### src/rtl/lfsr_pkg.sv
// Shared LFSR definitions.
//  TAPS      : one maximal-length tap mask per width 3..32 (index = width).
//  lfsr_state_t : controller states.
//  lfsr_next : single-step next state for a given width and form. The state is
//              carried right-aligned in 32 bits, and the bits above the width stay 0.
package lfsr_pkg;

  typedef enum logic {IDLE = 1'b0, RUN = 1'b1} lfsr_state_t;

  // Bit k set means stage k+1 is tapped. The Fibonacci form uses the mask as the
  // feedback parity set. The Galois form uses the mask as the toggle mask on the out bit.
  localparam logic [31:0] TAPS [0:32] = '{
    32'h0,        32'h0,        32'h0,        32'h6,
    32'hC,        32'h14,       32'h30,       32'h60,
    32'hB8,       32'h110,      32'h240,      32'h500,
    32'h829,      32'h100D,     32'h2015,     32'h6000,
    32'hD008,     32'h12000,    32'h20400,    32'h40023,
    32'h90000,    32'h140000,   32'h300000,   32'h420000,
    32'hE10000,   32'h1200000,  32'h2000023,  32'h4000013,
    32'h9000000,  32'h14000000, 32'h20000029, 32'h48000000,
    32'h80200003
  };

  function automatic logic [31:0] lfsr_next(input logic [31:0] s, input int unsigned w,
                                            input bit galois);
    logic [31:0] t, wm;
    t  = TAPS[w[5:0]];
    wm = 32'hFFFF_FFFF >> (32 - w);
    if (galois) lfsr_next = (s >> 1) ^ (s[0] ? t : 32'h0);
    else        lfsr_next = ((s << 1) | {31'h0, ^(s & t)}) & wm;
  endfunction

endpackage

### src/rtl/lfsr_step.sv
// Combinational STEPS-fold unrolled LFSR next state.
//  cur : current state (WIDTH)
//  nxt : state after STEPS single steps (WIDTH)
module lfsr_step
  import lfsr_pkg::*;
#(
  parameter int WIDTH  = 8,
  parameter int GALOIS = 0,
  parameter int STEPS  = 1
) (
  input  logic [WIDTH-1:0] cur,
  output logic [WIDTH-1:0] nxt
);

  logic [STEPS:0][WIDTH-1:0] chain;

  assign chain[0] = cur;

  for (genvar i = 0; i < STEPS; i++) begin : g_step
    assign chain[i+1] = WIDTH'(lfsr_next(32'(chain[i]), WIDTH, GALOIS != 0));
  end

  assign nxt = chain[STEPS];

endmodule

### src/rtl/lfsr_gen.sv
// Parametrised maximal-length LFSR source with seed load, step enable and
// first-period tracking.
//  clk, reset      : rising-edge clock, async active-low reset
//  load, seed      : capture seed next edge (0 becomes 1); load beats en
//  en              : advance STEPS steps per cycle once running
//  shift_seed      : current state
//  running         : a seed has been loaded since reset
//  wrap            : one-cycle pulse after the state returns to the loaded seed
//  period          : steps from load to first wrap; 0 until then
//  period_ok       : sticky, first period equalled 2^WIDTH-1
module lfsr_gen
  import lfsr_pkg::*;
#(
  parameter int WIDTH  = 8,
  parameter int GALOIS = 0,
  parameter int STEPS  = 1
) (
  input  logic             clk,
  input  logic             reset,
  input  logic             load,
  input  logic [WIDTH-1:0] seed,
  input  logic             en,
  output logic [WIDTH-1:0] shift_seed,
  output logic             running,
  output logic             wrap,
  output logic [WIDTH-1:0] period,
  output logic             period_ok
);

  // The step counter has one bit more than the state, so a full period never overflows it.
  localparam int            CW   = WIDTH + 1;
  localparam logic [CW-1:0] FULL = {1'b0, {WIDTH{1'b1}}};
  localparam logic [CW:0]   INC  = (CW+1)'(STEPS);

  lfsr_state_t      state, state_nxt;
  logic [WIDTH-1:0] nxt, ref_seed, seed_g;
  logic [CW-1:0]    step_cnt, cnt_new;
  logic [CW:0]      cnt_sum;
  logic             hit, seen_wrap;

  // An all-zero state is the LFSR lock-up point, so such a seed is never allowed in.
  assign seed_g = (seed == '0) ? WIDTH'(1) : seed;

  lfsr_step #(.WIDTH(WIDTH), .GALOIS(GALOIS), .STEPS(STEPS)) u_step (
    .cur (shift_seed),
    .nxt (nxt)
  );

  assign cnt_sum = {1'b0, step_cnt} + INC;
  assign cnt_new = cnt_sum[CW] ? '1 : cnt_sum[CW-1:0];
  assign hit     = (nxt == ref_seed);

  always_ff @(posedge clk or negedge reset)
    if (!reset) state <= IDLE;
    else        state <= state_nxt;

  always_comb begin
    state_nxt = state;
    case (state)
      IDLE:    if (load) state_nxt = RUN;
      RUN:     state_nxt = RUN;
      default: state_nxt = IDLE;
    endcase
  end

  assign running = (state == RUN);

  always_ff @(posedge clk or negedge reset) begin
    if (!reset) begin
      shift_seed <= '0;
      ref_seed   <= '0;
      step_cnt   <= '0;
      period     <= '0;
      period_ok  <= 1'b0;
      wrap       <= 1'b0;
      seen_wrap  <= 1'b0;
    end else if (load) begin
      shift_seed <= seed_g;
      ref_seed   <= seed_g;
      step_cnt   <= '0;
      period     <= '0;
      period_ok  <= 1'b0;
      wrap       <= 1'b0;
      seen_wrap  <= 1'b0;
    end else if (state == RUN && en) begin
      shift_seed <= nxt;
      step_cnt   <= cnt_new;
      wrap       <= hit;
      // Only the first return to the seed defines the period.
      if (hit && !seen_wrap) begin
        seen_wrap <= 1'b1;
        period    <= cnt_new[WIDTH-1:0];
        period_ok <= (cnt_new == FULL);
      end
    end else begin
      wrap <= 1'b0;
    end
  end

endmodule
### config.mk
export PLATFORM = sky130hd
export DESIGN_NAME = lfsr_gen
export DESIGN_NICKNAME = d
export VERILOG_FILES = /design/src/rtl/lfsr_pkg.sv /design/src/rtl/lfsr_step.sv /design/src/rtl/lfsr_gen.sv
export SDC_FILE = /design/constraint.sdc
export NUM_CORES = 1
export LEC_CHECK = 0
export CAP_MARGIN = 20
export CORE_ASPECT_RATIO = 1.4
export CORE_MARGIN = 1.5
export CORE_UTILIZATION = 39
export DETAILED_ROUTE_END_ITERATION = 6
export GPL_TIMING_DRIVEN = 0
export RECOVER_POWER = 25
export SLEW_MARGIN = 20
export SYNTH_ARGS = -nofsm -noshare
export SYNTH_HDL_FRONTEND = slang
export SYNTH_HIERARCHICAL = 1
export SYNTH_SLANG_ARGS = --single-unit
### constraint.sdc
create_clock -name clk -period 2.2 [get_ports clk]
set_input_delay 0.44 -clock clk [delete_from_list [all_inputs] [get_ports clk]]
set_output_delay 0.44 -clock clk [all_outputs]
set_load 0.05 [all_outputs]
# Yosys cells after proc, flatten, opt, wreduce, memory -nomap -nowiden
# Index checks and enable logic that the tools add are counted.
dict set report word_totals {
  inputBits 12
  regBits 37
  output_inout_bits 19
}
dict set report classes {
  add_sub_neg 1
  n_reduce_logical 8
  bitwise_logic 2
  n_mux 19
  eq_ne 2
}
# operator n
set ops {}
lappend ops {{$mux W8} 6}
lappend ops {{$reduce_xor A32 Y1} 1}
lappend ops {{$mux W9} 3}
lappend ops {{$add A9 B1 Y10 const B} 1}
lappend ops {{$eq A9 B8 Y1 const B} 1}
lappend ops {{$mux W1} 9}
lappend ops {{$eq A8 B8 Y1} 1}
lappend ops {{$logic_not A8 Y1} 1}
lappend ops {{$or A8 B1 Y8} 1}
lappend ops {{$reduce_bool A2 Y1} 2}
lappend ops {{$logic_and A1 B1 Y1} 2}
lappend ops {{$pmux W1 S2} 1}
lappend ops {{$reduce_and A2 Y1} 1}
lappend ops {{$logic_not A1 Y1} 1}
lappend ops {{$not A1 Y1} 1}

# Logic depth before layout (Yosys ltp)
# Gate-level depths: netlist of the first run.
dict set report logic_depth {
  ltp_word 7
  mapped_depth 7
  mapped_depth_nobuf 7
}

# Hierarchy
# The synthesis of the first run kept the hierarchy.
# module n_inst cells_each area_each_um2 seq_area_each_um2
set by_module_without_submodules {}
lappend by_module_without_submodules {lfsr_gen 1 194 1859.3 925.9}
lappend by_module_without_submodules {lfsr_step 1 10 78.8 0.0}

# Worst setup path after synthesis of the first run
# Ideal clock, no wire load.
dict set report synth_timing {
  path_kind {reg2reg}
  start {reg shift_seed[3]}
  end {reg period[2]}
  arrival_ns 2.044
  period_less_slack_ns 2.121
  path_stages_with_launch 8
  path_buffers 0
  required_time_ns 2.124
  setup_slack_ns 0.079
  setup_time_ns 0.076
  cell_sequence {dfrtp_1 xor2_1 xnor2_1 xor2_1 nor4_1 nand3_1 or3_4 o21ai_1}
}
dict set report synth_between {
  elab_chain_len 6
}
# element line_no
set synth_lines {}
lappend synth_lines {{start, declared} lfsr_gen.sv:23} ;# output logic [WIDTH-1:0] shift_seed,
lappend synth_lines {{start signal, assigned} lfsr_gen.sv:78} ;# shift_seed <= seed_g;
lappend synth_lines {{start signal, assigned} lfsr_gen.sv:86} ;# shift_seed <= nxt;
lappend synth_lines {{$reduce_xor A32 Y1} lfsr_pkg.sv:30} ;# else lfsr_next = ((s << 1) | {31'h0, ^(s & t)}) & wm;
lappend synth_lines {{$or A8 B1 Y8} lfsr_pkg.sv:30}
lappend synth_lines {{via nxt[0]} lfsr_gen.sv:36} ;# logic [WIDTH-1:0] nxt, ref_seed, seed_g;
lappend synth_lines {{$eq A8 B8 Y1} lfsr_gen.sv:51} ;# assign hit = (nxt == ref_seed);
lappend synth_lines {{$logic_and A1 B1 Y1} lfsr_gen.sv:90} ;# if (hit && !seen_wrap) begin
lappend synth_lines {{$reduce_bool A2 Y1 (no line)} n/a}
lappend synth_lines {{$reduce_and A2 Y1 (no line)} n/a}
lappend synth_lines {{end signal, assigned} lfsr_gen.sv:92} ;# period <= cnt_new[WIDTH-1:0];
lappend synth_lines {{end, declared} lfsr_gen.sv:26} ;# output logic [WIDTH-1:0] period,
# The timed path passes the listed nets, and every way through them passes these cells.
# A chain may end at the register's enable or synchronous reset.

# Final worst setup path of the first run
# Same ends and word-level chain as after synthesis.

==> results of run 1 <==
-- layout make-up --
type / count / area, um2 / area share, %
tap: 64 / 80.1 / 3.30
clock buffer: 8 / 80.1 / 3.30
multi-input combinational: 140 / 870 / 35.9
sequential: 37 / 926 / 38.2
buffer: 17 / 119 / 4.90
timing repair buffer: 32 / 312 / 12.9
inverter: 10 / 37.5 / 1.55
-- power breakdown --
part	switching, mW	internal [mW]
logic	0.183	0.124
clock network	0.233	0.225
registers	0.0317	0.714
total	0.448	1.06
-- worst max-delay path by stage --
stage	start	end	slack, ns	cells past startpoint
floorplan	shift_seed[3]	period[2]	0.08	7
global placement	reset	shift_seed[2]	-0.21	1
detailed placement	en	period[2]	-0.07	6
CTS	shift_seed[3]	period[2]	0.05	7
global route	shift_seed[3]	period[2]	0.03	7
finish	shift_seed[3]	period[2]	0.18	7
-- sequential cells by signal (all words and copies together) (netlist names) --
signal	count
step_cnt	9
period	8
ref_seed	8
shift_seed	8
period_ok	1
running	1
seen_wrap	1
wrap	1
-- synth_stat cells (all sizes together) --
cell type and number:
or2 2, a31oi 3, and2 2, nand3 7, nor3 3, nand2b 1, a21oi 8, dfrtp 37
a41o 1, o32ai 1, o21a 1, buf 13, nor2 18, a211oi 4, a41oi 1, inv 10
nand2 24, o21ai 23, and4 3, xnor2 4, nand4 2, clkbuf 4, xor2 10, nor4 3
mux2 1, or3 2, mux2i 7, and2b 1, nor2b 1, ha 1, a311oi 2, o31ai 1
o21bai 2, nand4b 1
-- metrics by stage --
stage | TNS (ns) | setup WS [ns] | hold WS (ns) | cells
after detailed placement | -0.577 | -0.0727 | 0.364 | 298
after global placement | -7.92 | -0.209 | 0.461 | 297
after CTS | 0 | 0.0535 | 0.0553 | 306
after global routing | 0 | 0.0346 | 0.241 | 308
final | 0 | 0.180 | 0.177 | 308
after floorplan | 0 | 0.0793 | 0.144 | 204
-- routing by layer --
layer  GRT usage (%)  vias to the layer above  wire length (um)
met5               0                        -                 0
met4            6.06                        0                65
met3            3.90                        6               186
met2            32.2                       52              2300
met1            19.3                      769              1820
li1                -                      774                 -
-- worst register-to-register path, delay by kind of cell, from the launching register on --
kind	cells	cell delay, ns
AND/OR/NAND/NOR	3	0.83
XOR/XNOR	3	0.54
flip-flops	1	0.42
AO/OA/AOI/OAI	1	0.16
-- logic make-up after synthesis --
group,Yosys count
simple gates,70
compound gates,47
flops,37
buf+inv,27
xor+xnor,14
mux,8
fa+ha+maj,1
-- repair_timing --
item,CTS,global route
gates resized for setup,0,2
buffers inserted,0,2
endpoints found under the setup margin,0,9
endpoints found under the hold margin,0,0
==> flow_metrics.py, run 1 <==
metrics = {
    "global_routing": {
        "grt.total_usage_pct": 17.3,
        "grt_pass1_vias": 1554,
        "grt_max_degree": 25,
        "grt_pass1_wl_um": 7290,
        "grt_overflow_total": 0,
        "grt_antenna_before_repair": 0,
    },
    "detailed_routing": {
        "wirelength_um": 4370,
        "wl_per_cell_um": 14.2,
        "ant_nets": 0,
        "via_per_inst": 5.20,
        "vias": 1601,
        "drc": 0,
        "first_pass_iters": 4,
        "drtIter0Drc": 36,
    },
    "critical_path": {
        "rrSetupSlack_ns": 0.18,
        "worstSetupEndpointType": "register",
        "ff2ff_path_depth": 7,
        "cp_top_family": "simple AND/OR/NAND/NOR gates",
        "crit_arrival_ns": 2.23,
        "cpMostUsedCell": "xor2_1",
        "crit_path_cell_trace": "xor2_1 -> xnor2_1 -> xor2_1 -> nor4_2 -> nand3_1 -> or3_4 -> o21ai_1",
        "slowest_stage": "or3_4",
        "r2r-start": "shift_seed[3]",
        "cp.required_ns": 2.41,
        "worst_setup_path_start_kind": "register",
        "critPathKind": "reg -> reg",
        "crit_buf_inv": 0,
        "reg2reg_to": "period[2]",
        "cp_max_fo": 7,
        "slowest_delay_ns": 0.43,
    },
    "cells_and_area": {
        "final_common_cell": "dfrtp_1",
        "final_nets": 256,
        "most-common-layout-cells": "dfrtp_1 (37), clkdlybuf4s50_1 (28), nand2_1 (23)",
        "antenna_cells": 0,
        "drive_gt1_share_pct": 13.1,
        "utilization_pct": 50.4,
        "syn_to_final_growth_pct": 25.0,
        "fillers": 507,
        "final_cell_area_um2": 2420,
    },
    "synthesis": {
        "synthSimpleGateAreaFrac_pct": 18.2,
        "synth-compound-area-share_pct": 14.8,
        "synthAdderAreaFrac_pct": 0.646,
        "ys_seq_area_share_pct": 47.8,
        "ys_seq_elements": 37,
        "netlist_instances": 204,
        "synthesis.area_um2": 1940,
        "synth.top_cell.area_share_pct": 47.8,
        "synth_top_family_by_area": "simple AND/OR/NAND/NOR gates",
        "yosysWarningCount": 6,
        "synthMuxAreaShare_pct": 4.20,
        "synth_area_leaders": "dfrtp_1 (48%), xor2_1 (4.5%), nand2_1 (4.5%)",
        "synth.distinct_cells": 43,
        "syn-num-nets": 217,
        "avgSynthCellArea_um2": 9.50,
        "synth.largest_area_cell": "dfrtp_1",
        "synth-xor-area-share_pct": 6.33,
    },
    "placement": {
        "port-buffer-count": 29,
        "placed_cell_area_um2": 2320,
        "dp_hpwl_um": 3190,
        "routabilityCongestion": 0.788,
    },
    "clocking": {
        "cts_num_sinks": 37,
        "htreeDepth": 2,
        "cts_buffers": 5,
        "cts-hold-fix-buffers": 0,
        "clock_latency_ns": 0.29,
        "cts_tree": "yes",
        "clk_pin_slew_ns": 0.07,
        "cts-root-buf": "clkbuf_8",
        "cts_buffer_depth": 2,
    },
    "floorplan": {
        "placementRows": 30,
        "die_area_um2": 5410,
        "core_area_um2": 4800,
        "ios": 31,
        "start_util_pct": 40.3,
        "die_w_um": 62.6,
        "die_y_um": 86.4,
    },
    "timing": {
        "worst_pin_slew_ns": 1.07,
        "rsz0062_at_grt": "no",
        "slew_headroom_pct": 28.7,
        "setup_violations": 0,
        "finalHoldViolCount": 0,
        "clock_skew_ns": 0.00539,
        "layout_worst_path_cycle_share_pct": 91.8,
        "maxSlewViolCount": 0,
        "max_freq_mhz": 495,
        "fin_crit_ns": 2.02,
    },
    "pwr": {
        "p_leak_nw": 1.04,
        "powerDensity_nw_per_um2": 624,
        "finalPower_mw": 1.51,
        "ir_drop_uv": 369,
    },
    "job": {
        "maxCapViolations": 0,
    },
    "run_status": {
        "status": "completed",
    },
    "min_path": {
        "hp-class": "in -> async",
    },
}
(Power assumes the default switching activity.)
==> inputs of run 2 (changes only) <==
Settings changed: CORE_MARGIN 1.5 to 2.
==> flow_metrics.py, run 2 (synthesis results as in run 1) <==
metrics = {
    "run_status": {
        "status": "completed",
    },
    "global_routing": {
        "grt_max_degree": 24,
        "grt_pass1_vias": 1513,
        "grt_pass1_wl_um": 7220,
        "grt_overflow_total": 0,
        "grt.total_usage_pct": 17.2,
        "grt_antenna_before_repair": 0,
    },
    "detailed_routing": {
        "wl_per_cell_um": 13.9,
        "ant_nets": 0,
        "wirelength_um": 4250,
        "drtIter0Drc": 59,
        "via_per_inst": 5.01,
        "first_pass_iters": 6,
        "vias": 1533,
        "drc": 0,
    },
    "clocking": {
        "post_cts_buffers": 0,
        "clock_latency_ns": 0.29,
        "cts_buffer_depth": 2,
        "cts-hold-fix-buffers": 0,
        "cts_tree": "yes",
        "cts-root-buf": "clkbuf_8",
        "clk_pin_slew_ns": 0.08,
        "cts_num_sinks": 37,
        "cts_buffers": 5,
        "cts_resized": 0,
        "htreeDepth": 2,
    },
    "timing": {
        "rsz0062_at_grt": "no",
        "maxSlewViolCount": 0,
        "worst_pin_slew_ns": 1.06,
        "clock_skew_ns": 0.00910,
        "setup_violations": 0,
        "fin_crit_ns": 2.04,
        "max_freq_mhz": 489,
        "slew_headroom_pct": 29.3,
        "finalHoldViolCount": 0,
        "tns_ns": 0,
        "layout_worst_path_cycle_share_pct": 92.9,
    },
    "critical_path": {
        "reg2reg_to": "period[5]",
        "rrSetupSlack_ns": 0.16,
        "r2r-start": "shift_seed[3]",
        "slowest_stage": "dfrtp_1",
        "crit_path_start": "shift_seed[3]",
        "worstSetupEndpointType": "register",
        "cpMostUsedCell": "xor2_1",
        "crit_end": "period[5]",
        "crit_path_cell_trace": "xor2_1 -> xnor2_1 -> xor2_1 -> nor4_2 -> nand3_1 -> or3_4 -> o21ai_1",
        "ff2ff_path_depth": 7,
        "cp.required_ns": 2.41,
        "cp_max_fo": 7,
        "critPathKind": "reg -> reg",
        "worst_setup_path_start_kind": "register",
        "crit_arrival_ns": 2.26,
        "slowest_delay_ns": 0.43,
    },
    "cells_and_area": {
        "drive_gt1_share_pct": 13.2,
        "antenna_cells": 0,
        "regArea_um2": 926,
        "final_nets": 254,
        "top_register": "step_cnt",
        "syn_to_final_growth_pct": 26.1,
        "final_common_cell": "dfrtp_1",
        "final_cell_area_um2": 2440,
        "fillers": 519,
        "largest_register_ffs": 9,
        "most-common-layout-cells": "dfrtp_1 (37), clkdlybuf4s50_1 (28), nand2_1 (23)",
        "multi_input_area_um2": 870,
    },
    "floorplan": {
        "die_area_um2": 5560,
        "ios": 31,
        "die_y_um": 87.4,
        "placementRows": 30,
        "core_area_um2": 4800,
        "die_w_um": 63.6,
        "start_util_pct": 40.3,
    },
    "job": {
        "maxCapViolations": 0,
    },
    "min_path": {
        "hp-class": "in -> async",
    },
    "pwr": {
        "powerDensity_nw_per_um2": 681,
        "p_leak_nw": 1.05,
        "ir_drop_uv": 401,
        "finalPower_mw": 1.66,
    },
    "placement": {
        "port-buffer-count": 29,
        "routabilityCongestion": 0.816,
        "placed_cell_area_um2": 2330,
        "dp_hpwl_um": 3120,
    },
}
==> run 2: worst min path at each step <==
stage	from	endpoint	slack, ns	cells past startpoint
finish	reset	period[6]	0.19	1
global route	reset	step_cnt[3]	0.24	1
CTS	reset	step_cnt[1]	0.06	1
detailed placement	reset	step_cnt[1]	0.38	1
global placement	period[3]	period[3]	0.46	2
floorplan	reset	period[0]	0.14	0
==> run 2: metal layers <==
| layer | GRT usage, % | routed length (um) |
|---|---|---|
| met5 | 0 | 0 |
| met3 | 3.75 | 150 |
| met2 | 31.3 | 2200 |
| met1 | 19.5 | 1820 |
| met4 | 6.52 | 71 |
==> run 2: through the flow <==
step | setup slack, ns | hold WS (ns) | cells | util [%]
2_1_floorplan | 0.0793 | 0.144 | 204 | -
3_3_place_gp | -0.221 | 0.461 | 297 | 48.0
3_5_place_dp | -0.0704 | 0.384 | 298 | 48.5
4_1_cts | 0.0410 | 0.0639 | 306 | 50.9
5_1_grt | 0.00592 | 0.244 | 306 | 50.9
6_report | 0.157 | 0.187 | 306 | 50.9
==> run 2: critical path: cells and delay by family, from the launching register on <==
kind / cells / cell delay [ns]
flops: 1 / 0.43
compound gates: 1 / 0.15
simple gates: 3 / 0.84
xor+xnor: 3 / 0.54
==> run 2: area by class of cell <==
type | instances | area share (%)
Clock inverter | 1 | 1.23
Sequential cell | 37 | 37.9
Tap cell | 64 | 3.28
Timing Repair Buffer | 30 | 12.1
Clock buffer | 7 | 3.53
Inverter | 10 | 1.54
Multi-Input combinational cell | 140 | 35.6
Buffer | 17 | 4.86
==> run 2: report_power, final <==
group | total [mW] | internal (mW) | switching, mW
clock network | 0.616 | 0.370 | 0.247
logic | 0.301 | 0.121 | 0.180
registers | 0.746 | 0.714 | 0.0327
